--- src/rtl/multicycle_ctrl.sv ---
// Control FSM for the multicycle RV32 core: sequences the shared datapath and
// decodes mux selects, write enables, immsrc and alucontrol from the current state.
module multicycle_ctrl #(
  parameter bit ILLEGAL_TRAP = 1'b0
) (
  input  logic       clk,
  input  logic       resetn,
  input  logic [6:0] op,
  input  logic [2:0] funct3,
  input  logic       funct7b5,
  input  logic       zero,
  output logic       pcwrite,
  output logic       adrsrc,
  output logic       memwrite,
  output logic       irwrite,
  output logic [1:0] resultsrc,
  output logic [1:0] alusrca,
  output logic [1:0] alusrcb,
  output logic       regwrite,
  output logic [1:0] immsrc,
  output logic [2:0] alucontrol,
  output logic       illegal,
  output logic [3:0] state
);

  typedef enum logic [3:0] {
    S_FETCH    = 4'd0,
    S_DECODE   = 4'd1,
    S_MEMADR   = 4'd2,
    S_MEMREAD  = 4'd3,
    S_MEMWB    = 4'd4,
    S_MEMWRITE = 4'd5,
    S_EXECUTER = 4'd6,
    S_EXECUTEI = 4'd7,
    S_ALUWB    = 4'd8,
    S_JAL      = 4'd9,
    S_BEQ      = 4'd10,
    S_TRAP     = 4'd11
  } state_t;

  localparam logic [6:0] OP_LW   = 7'b0000011;
  localparam logic [6:0] OP_SW   = 7'b0100011;
  localparam logic [6:0] OP_R    = 7'b0110011;
  localparam logic [6:0] OP_I    = 7'b0010011;
  localparam logic [6:0] OP_JAL  = 7'b1101111;
  localparam logic [6:0] OP_BEQ  = 7'b1100011;

  state_t     r_state;
  state_t     w_next;
  logic       w_pcwrite;
  logic       w_memwrite;
  logic       w_irwrite;
  logic       w_regwrite;
  logic [1:0] w_aluop;
  logic       w_op_legal;

  always_ff @(posedge clk or negedge resetn) begin
    if (!resetn) r_state <= S_FETCH;
    else         r_state <= w_next;
  end

  always_comb begin
    w_op_legal = 1'b0;
    case (op)
      OP_LW, OP_SW, OP_R, OP_I, OP_JAL, OP_BEQ: w_op_legal = 1'b1;
      default:                                  w_op_legal = 1'b0;
    endcase
  end

  always_comb begin
    w_next = S_FETCH;
    case (r_state)
      S_FETCH:  w_next = S_DECODE;
      S_DECODE: begin
        case (op)
          OP_LW, OP_SW: w_next = S_MEMADR;
          OP_R:         w_next = S_EXECUTER;
          OP_I:         w_next = S_EXECUTEI;
          OP_JAL:       w_next = S_JAL;
          OP_BEQ:       w_next = S_BEQ;
          default:      w_next = ILLEGAL_TRAP ? S_TRAP : S_FETCH;
        endcase
      end
      S_MEMADR:   w_next = (op == OP_LW) ? S_MEMREAD : S_MEMWRITE;
      S_MEMREAD:  w_next = S_MEMWB;
      S_EXECUTER, S_EXECUTEI, S_JAL: w_next = S_ALUWB;
      S_TRAP:     w_next = S_TRAP;
      default:    w_next = S_FETCH;
    endcase
  end

  // Per-state datapath control; unused codes fall through to all-zero.
  always_comb begin
    w_pcwrite  = 1'b0;
    w_memwrite = 1'b0;
    w_irwrite  = 1'b0;
    w_regwrite = 1'b0;
    w_aluop    = 2'b00;
    adrsrc     = 1'b0;
    resultsrc  = 2'b00;
    alusrca    = 2'b00;
    alusrcb    = 2'b00;
    illegal    = 1'b0;
    case (r_state)
      S_FETCH: begin
        w_irwrite = 1'b1;
        w_pcwrite = 1'b1;
        alusrcb   = 2'b10;
        resultsrc = 2'b10;
      end
      S_DECODE: begin
        alusrca = 2'b01;
        alusrcb = 2'b01;
        illegal = ~w_op_legal;
      end
      S_MEMADR: begin
        alusrca = 2'b10;
        alusrcb = 2'b01;
      end
      S_MEMREAD: adrsrc = 1'b1;
      S_MEMWB: begin
        resultsrc  = 2'b01;
        w_regwrite = 1'b1;
      end
      S_MEMWRITE: begin
        adrsrc     = 1'b1;
        w_memwrite = 1'b1;
      end
      S_EXECUTER: begin
        alusrca = 2'b10;
        w_aluop = 2'b10;
      end
      S_EXECUTEI: begin
        alusrca = 2'b10;
        alusrcb = 2'b01;
        w_aluop = 2'b10;
      end
      S_ALUWB: w_regwrite = 1'b1;
      S_JAL: begin
        alusrca   = 2'b01;
        alusrcb   = 2'b10;
        w_pcwrite = 1'b1;
      end
      S_BEQ: begin
        alusrca   = 2'b10;
        w_aluop   = 2'b01;
        w_pcwrite = zero;
      end
      S_TRAP:  illegal = 1'b1;
      default: ;
    endcase
  end

  always_comb begin
    alucontrol = 3'b000;
    case (w_aluop)
      2'b01: alucontrol = 3'b001;
      2'b10: begin
        case (funct3)
          3'b000:  alucontrol = (op[5] & funct7b5) ? 3'b001 : 3'b000;
          3'b010:  alucontrol = 3'b101;
          3'b110:  alucontrol = 3'b011;
          3'b111:  alucontrol = 3'b010;
          default: alucontrol = 3'b000;
        endcase
      end
      default: alucontrol = 3'b000;
    endcase
  end

  always_comb begin
    case (op)
      OP_SW:   immsrc = 2'b01;
      OP_BEQ:  immsrc = 2'b10;
      OP_JAL:  immsrc = 2'b11;
      default: immsrc = 2'b00;
    endcase
  end

  // Enables are gated directly by resetn so none can pulse before the async clear lands.
  assign pcwrite  = resetn & w_pcwrite;
  assign memwrite = resetn & w_memwrite;
  assign irwrite  = resetn & w_irwrite;
  assign regwrite = resetn & w_regwrite;
  assign state    = r_state;

endmodule
--- config.mk ---
export PLATFORM = sky130hd
export DESIGN_NAME = multicycle_ctrl
export DESIGN_NICKNAME = d
export VERILOG_FILES = /design/src/rtl/multicycle_ctrl.sv
export SDC_FILE = /design/constraint.sdc
export NUM_CORES = 1
export LEC_CHECK = 0
export CAP_MARGIN = 15
export CORE_MARGIN = 2
export CORE_UTILIZATION = 32
export DETAILED_ROUTE_END_ITERATION = 10
export PLACE_DENSITY = 0.82
export SYNTH_ARGS = -nofsm -noshare
export SYNTH_HDL_FRONTEND = slang
export SYNTH_SLANG_ARGS = --single-unit
--- constraint.sdc ---
create_clock -name clk -period 1.6 [get_ports clk]
set_input_delay 0.32 -clock clk [delete_from_list [all_inputs] [get_ports clk]]
set_output_delay 0.32 -clock clk [all_outputs]
set_load 0.1 [all_outputs]
==> impl_metrics.env, run 1 <==
export IMPL_tool_error="[ERROR DPL-0033] detailed placement checks failed during check placement."
export IMPL_gp_congestion=0.8915
export IMPL_synth_avg_cell_area_um2=7.117
export IMPL_haltStage="detailed placement (3_5_place_dp)"
export IMPL_synth_cell_types=32
export IMPL_row_count=14
export IMPL_yosysWarnings=0
export IMPL_netlist_top_cells_area="dfrtp_1, nand2_1, nor2_1"
export IMPL_ys_ff_latch=4
export IMPL_async_reset_ff_share_pct=100.0
export IMPL_outcome="aborted with a tool error"
export IMPL_synth_ff_type="dfrtp_1"
export IMPL_syn_area_um2=548.0
export IMPL_die_y_um=45.39
export IMPL_synth_edf_count=0
export IMPL_syn_num_nets=93
export IMPL_io_pins=35
export IMPL_yosys_top_cells_count="nand2_1, nor2_1, nor3_1, buf_2, dfrtp_1"
export IMPL_hpwl_mm=2.712
export IMPL_yosys_area_top_type="dfrtp_1"
export IMPL_seq_area_frac_synth_pct=18.26
export IMPL_synth_cells=77
export IMPL_portBuffers=34
export IMPL_die_x_um=45.39
export IMPL_start_util_pct=35.15
export IMPL_synth_top_area_share_pct=18.26
[kinds of logic after synthesis]
group           synth area share, %
xor+xnor                      6.394
compound gates                18.72
buf+inv                       5.708
flops                         18.27
simple gates                  46.35
fa+ha+maj                     4.565
[stage by stage]
step,TNS (ns),worst slack [ns]
2_1_floorplan,-8.443,-1.166
3_3_place_gp,-2.878,-0.4014
==> inputs of run 2 (changes only) <==
--- a/config.mk
+++ b/config.mk
@@ -6,10 +6,10 @@
 export NUM_CORES = 1
 export LEC_CHECK = 0
 export CAP_MARGIN = 15
-export CORE_MARGIN = 2
-export CORE_UTILIZATION = 32
+export CORE_AREA = 2 2 63 65
 export DETAILED_ROUTE_END_ITERATION = 10
-export PLACE_DENSITY = 0.82
+export DIE_AREA = 0 0 65 67
+export PLACE_DENSITY_LB_ADDON = 0.15
 export SYNTH_ARGS = -nofsm -noshare
 export SYNTH_HDL_FRONTEND = slang
 export SYNTH_SLANG_ARGS = --single-unit
==> constraint.sdc (replaced) <==
create_clock -name clk -period 2.1 [get_ports clk]
set_input_delay 0.42 -clock clk [delete_from_list [all_inputs] [get_ports clk]]
set_output_delay 0.42 -clock clk [all_outputs]
set_load 0.1 [all_outputs]
==> run 2 against run 1 <==
  * The flow now finishes, with violations (negative setup slack)
  * Synthesized cell count unchanged
  * Synthesized area unchanged
==> impl_metrics.env, run 2 <==
export IMPL_outcome="complete, but fails checks"
export IMPL_violations="negative setup slack"
export IMPL_setup_ws_ns=-0.05628
export IMPL_period_needed_ns=2.156
export IMPL_yosys_area_top_type="dfrtp_1"
export IMPL_p_sw_w=0.00006690
export IMPL_pwr_share_seq_pct=25.4
export IMPL_cts_root_buffer="clkbuf_8"
export IMPL_switching_share_pct=21.89
export IMPL_async_reset_ff_share_pct=100.0
export IMPL_cpPeakStageDelay_ns=0.50
export IMPL_drive_above_1_share_pct=72.26
export IMPL_row_count=22
export IMPL_final_cell_mix="buf_4, buf_12, dlygate4sd2_1"
export IMPL_syn_area_um2=548.0
export IMPL_clk_latency_ns=0.22
export IMPL_ant_nets=0
export IMPL_finalSetupViolations=2
export IMPL_cts_tree="built"
export IMPL_synth_edf_count=0
export IMPL_layout_nets=155
export IMPL_synth_avg_cell_area_um2=7.117
export IMPL_grt_pass1_wl_mm=3.519
export IMPL_die_x_um=65
export IMPL_antenna_found_initial=0
export IMPL_cp_num_buf_inv=2
export IMPL_clockPowerShare_pct=52.2
export IMPL_cts_sinks=4
export IMPL_crit_type="reg -> out"
export IMPL_synth_simple_gate_area_share_pct=46.35
export IMPL_syn2layout_area_growth_pct=197.5
export IMPL_wirelength_mm=2.178
export IMPL_portBuffers=34
export IMPL_cpMaxStageDelayCell="dfrtp_4"
export IMPL_muxShareOfSynthArea_pct=0
export IMPL_synth_xor_area_share_pct=6.393
export IMPL_p_leak_nw=0.6620
export IMPL_drv_cap=0
export IMPL_coreArea_um2=3606
export IMPL_num_antenna_cells=0
export IMPL_synth_cell_types=32
export IMPL_final_max_slew_viol_count=0
export IMPL_holdWs_ns=0.6140
export IMPL_vias=783
export IMPL_crit_fanout=4
export IMPL_critical_path_arrival_ns=1.74
export IMPL_ys_ff_latch=4
export IMPL_drc=0
export IMPL_io_pins=35
export IMPL_worstPathRequired_ns=1.68
export IMPL_min_path_type="in -> async"
export IMPL_dieArea_um2=4355
export IMPL_relSlewSlack_pct=72.98
export IMPL_drt_iter0_markers=12
export IMPL_p_per_area_nw_per_um2=187.4
export IMPL_grt_setup_unrepaired="yes"
export IMPL_irDropWorstVdd_mv=0.2756
export IMPL_cts_buffers=3
export IMPL_critical_path_top_delay_family="simple AND/OR/NAND/NOR gates"
export IMPL_wl_per_cell_um=11.77
export IMPL_gp_congestion=0.7110
export IMPL_cts_max_level=1
export IMPL_grt_max_degree=13
export IMPL_first_pass_iters=2
export IMPL_netlist_top_cells_area="dfrtp_1, nand2_1, nor2_1"
export IMPL_crit_top_cell="nand2_4"
export IMPL_syn_num_nets=93
export IMPL_clockBufferDepth=2
export IMPL_die_y_um=67
export IMPL_synth_fa_ha_area_share_pct=4.566
export IMPL_grt_use_total_pct=10.73
export IMPL_start_kind="flop"
export IMPL_utilization_pct=45.21
export IMPL_yosysWarnings=0
export IMPL_synth_compound_area_share_pct=18.72
export IMPL_final_hold_viol_count=0
export IMPL_viasPerCell=4.232
export IMPL_worstMarginPinSlew_ns=0.4016
export IMPL_synth_ff_type="dfrtp_1"
export IMPL_power_frac_comb_pct=22.4
export IMPL_p_int_w=0.0002387
export IMPL_clock_fmax_mhz=463.8
export IMPL_hpwl_mm=1.859
export IMPL_yosys_top_cells_count="nand2_1, nor2_1, nor3_1, buf_2, dfrtp_1"
export IMPL_end_kind="primary output"
export IMPL_synth_cells=77
export IMPL_synth_top_area_share_pct=18.26
export IMPL_start_util_pct=15.20
export IMPL_synth_top_family_by_area="simple AND/OR/NAND/NOR gates"
export IMPL_clock_skew_ns=0.004533
export IMPL_largest_reg_flops=4
export IMPL_seq_area_frac_synth_pct=18.26
export IMPL_first_global_vias=738
export IMPL_period_share_pct=102.7
export IMPL_overflow=0
export IMPL_clk_pin_slew_ns=0.03
export IMPL_path_cells="nor2b_4 -> nand2_4 -> inv_2 -> ha_4 -> nand2_4 -> nor4_4 -> buf_12"
export IMPL_final_common_cell="buf_4"
-- run 2: cell counts after synthesis --
No cell type changed its count.
-- run 2: area by class of cell --
cell class / count / area [µm²]
Inverter: 3 / 11.26
Tap cell: 48 / 60.06
Timing Repair Buffer: 61 / 748.2
Fill cell: 356 / 1976
Sequential cell: 4 / 115.1
Clock buffer: 3 / 41.29
Multi-Input combinational cell: 66 / 654.4
-- run 2: logic make-up (layout without fill, tap and decap cells) --
logic type                 after synthesis  after routing
buffers and inverters                    7             67
adders and majority gates                2              2
and+or+nand+nor                         46             46
xor gates and xnor gates                 4              4
AOI/OAI and AO/OA                       14             14
DFF                                      4              4
-- run 2: timing repair --
action,CTS,global route
hold buffers,0,0
setup buffers,4,0
pin swaps,11,1
setup endpoints to repair,6,4
resized for setup,22,5
-- run 2: power groups by stage --
| stage | sequential (W) | clock (W) | combinational, W |
|---|---|---|---|
| 3_5_place_dp | 0.0000787 | 0 | 0.0000682 |
| 3_3_place_gp | 0.0000787 | 0 | 0.0000670 |
| 5_1_grt | 0.0000776 | 0.000175 | 0.0000732 |
| 2_1_floorplan | 0.0000787 | 0 | 0.0000148 |
| 6_report | 0.0000777 | 0.000160 | 0.0000684 |
| 4_1_cts | 0.0000776 | 0.000166 | 0.0000688 |
-- run 2: layer usage --
metal	GRT usage [%]	vias to the layer above	part of all wire [%]
met3	3.547	0	7.8
met2	20.10	30	54
li1	-	393	-
met4	1.596	0	0
met1	11.93	360	39
met5	0	-	0
-- run 2: stage by stage --
stage / cells / worst slack, ns / cell area, µm² / total power (W) / TNS (ns)
after global routing: 185 / -0.1483 / 1630 / 0.0003260 / -0.2849
final: 185 / -0.05628 / 1630 / 0.0003056 / -0.1114
after detailed placement: 178 / -0.1309 / 1475 / 0.0001469 / -0.2405
after floorplan: 77 / -0.7662 / 740.7 / 0.00009343 / -3.843
after CTS: 185 / -0.06916 / 1610 / 0.0003129 / -0.1368
after global placement: 178 / -0.1105 / 1475 / 0.0001457 / -0.2287
-- run 2: worst paths after layout --
check | from | end | slack, ns | cells past startpoint
setup / recovery | state[3] | alucontrol[2] | -0.06 | 7
hold / removal | resetn | state[2] | 0.61 | 2
setup reg to reg | state[0] | state[0] | 0.58 | 5
hold reg to reg | state[1] | state[3] | 0.63 | 2
max in group asynchronous | resetn | state[0] | 1.37 | 2
min in group clk | state[1] | state[3] | 0.63 | 2
-- run 2: worst register-to-register path: stages (launching register included) --
cell and delay, ns:
dfrtp_4 0.48, buf_4 0.20, nand2b_1 0.23, or2_1 0.18, o221ai_2 0.09, a41o_1 0.22
(Power assumes the default switching activity.)
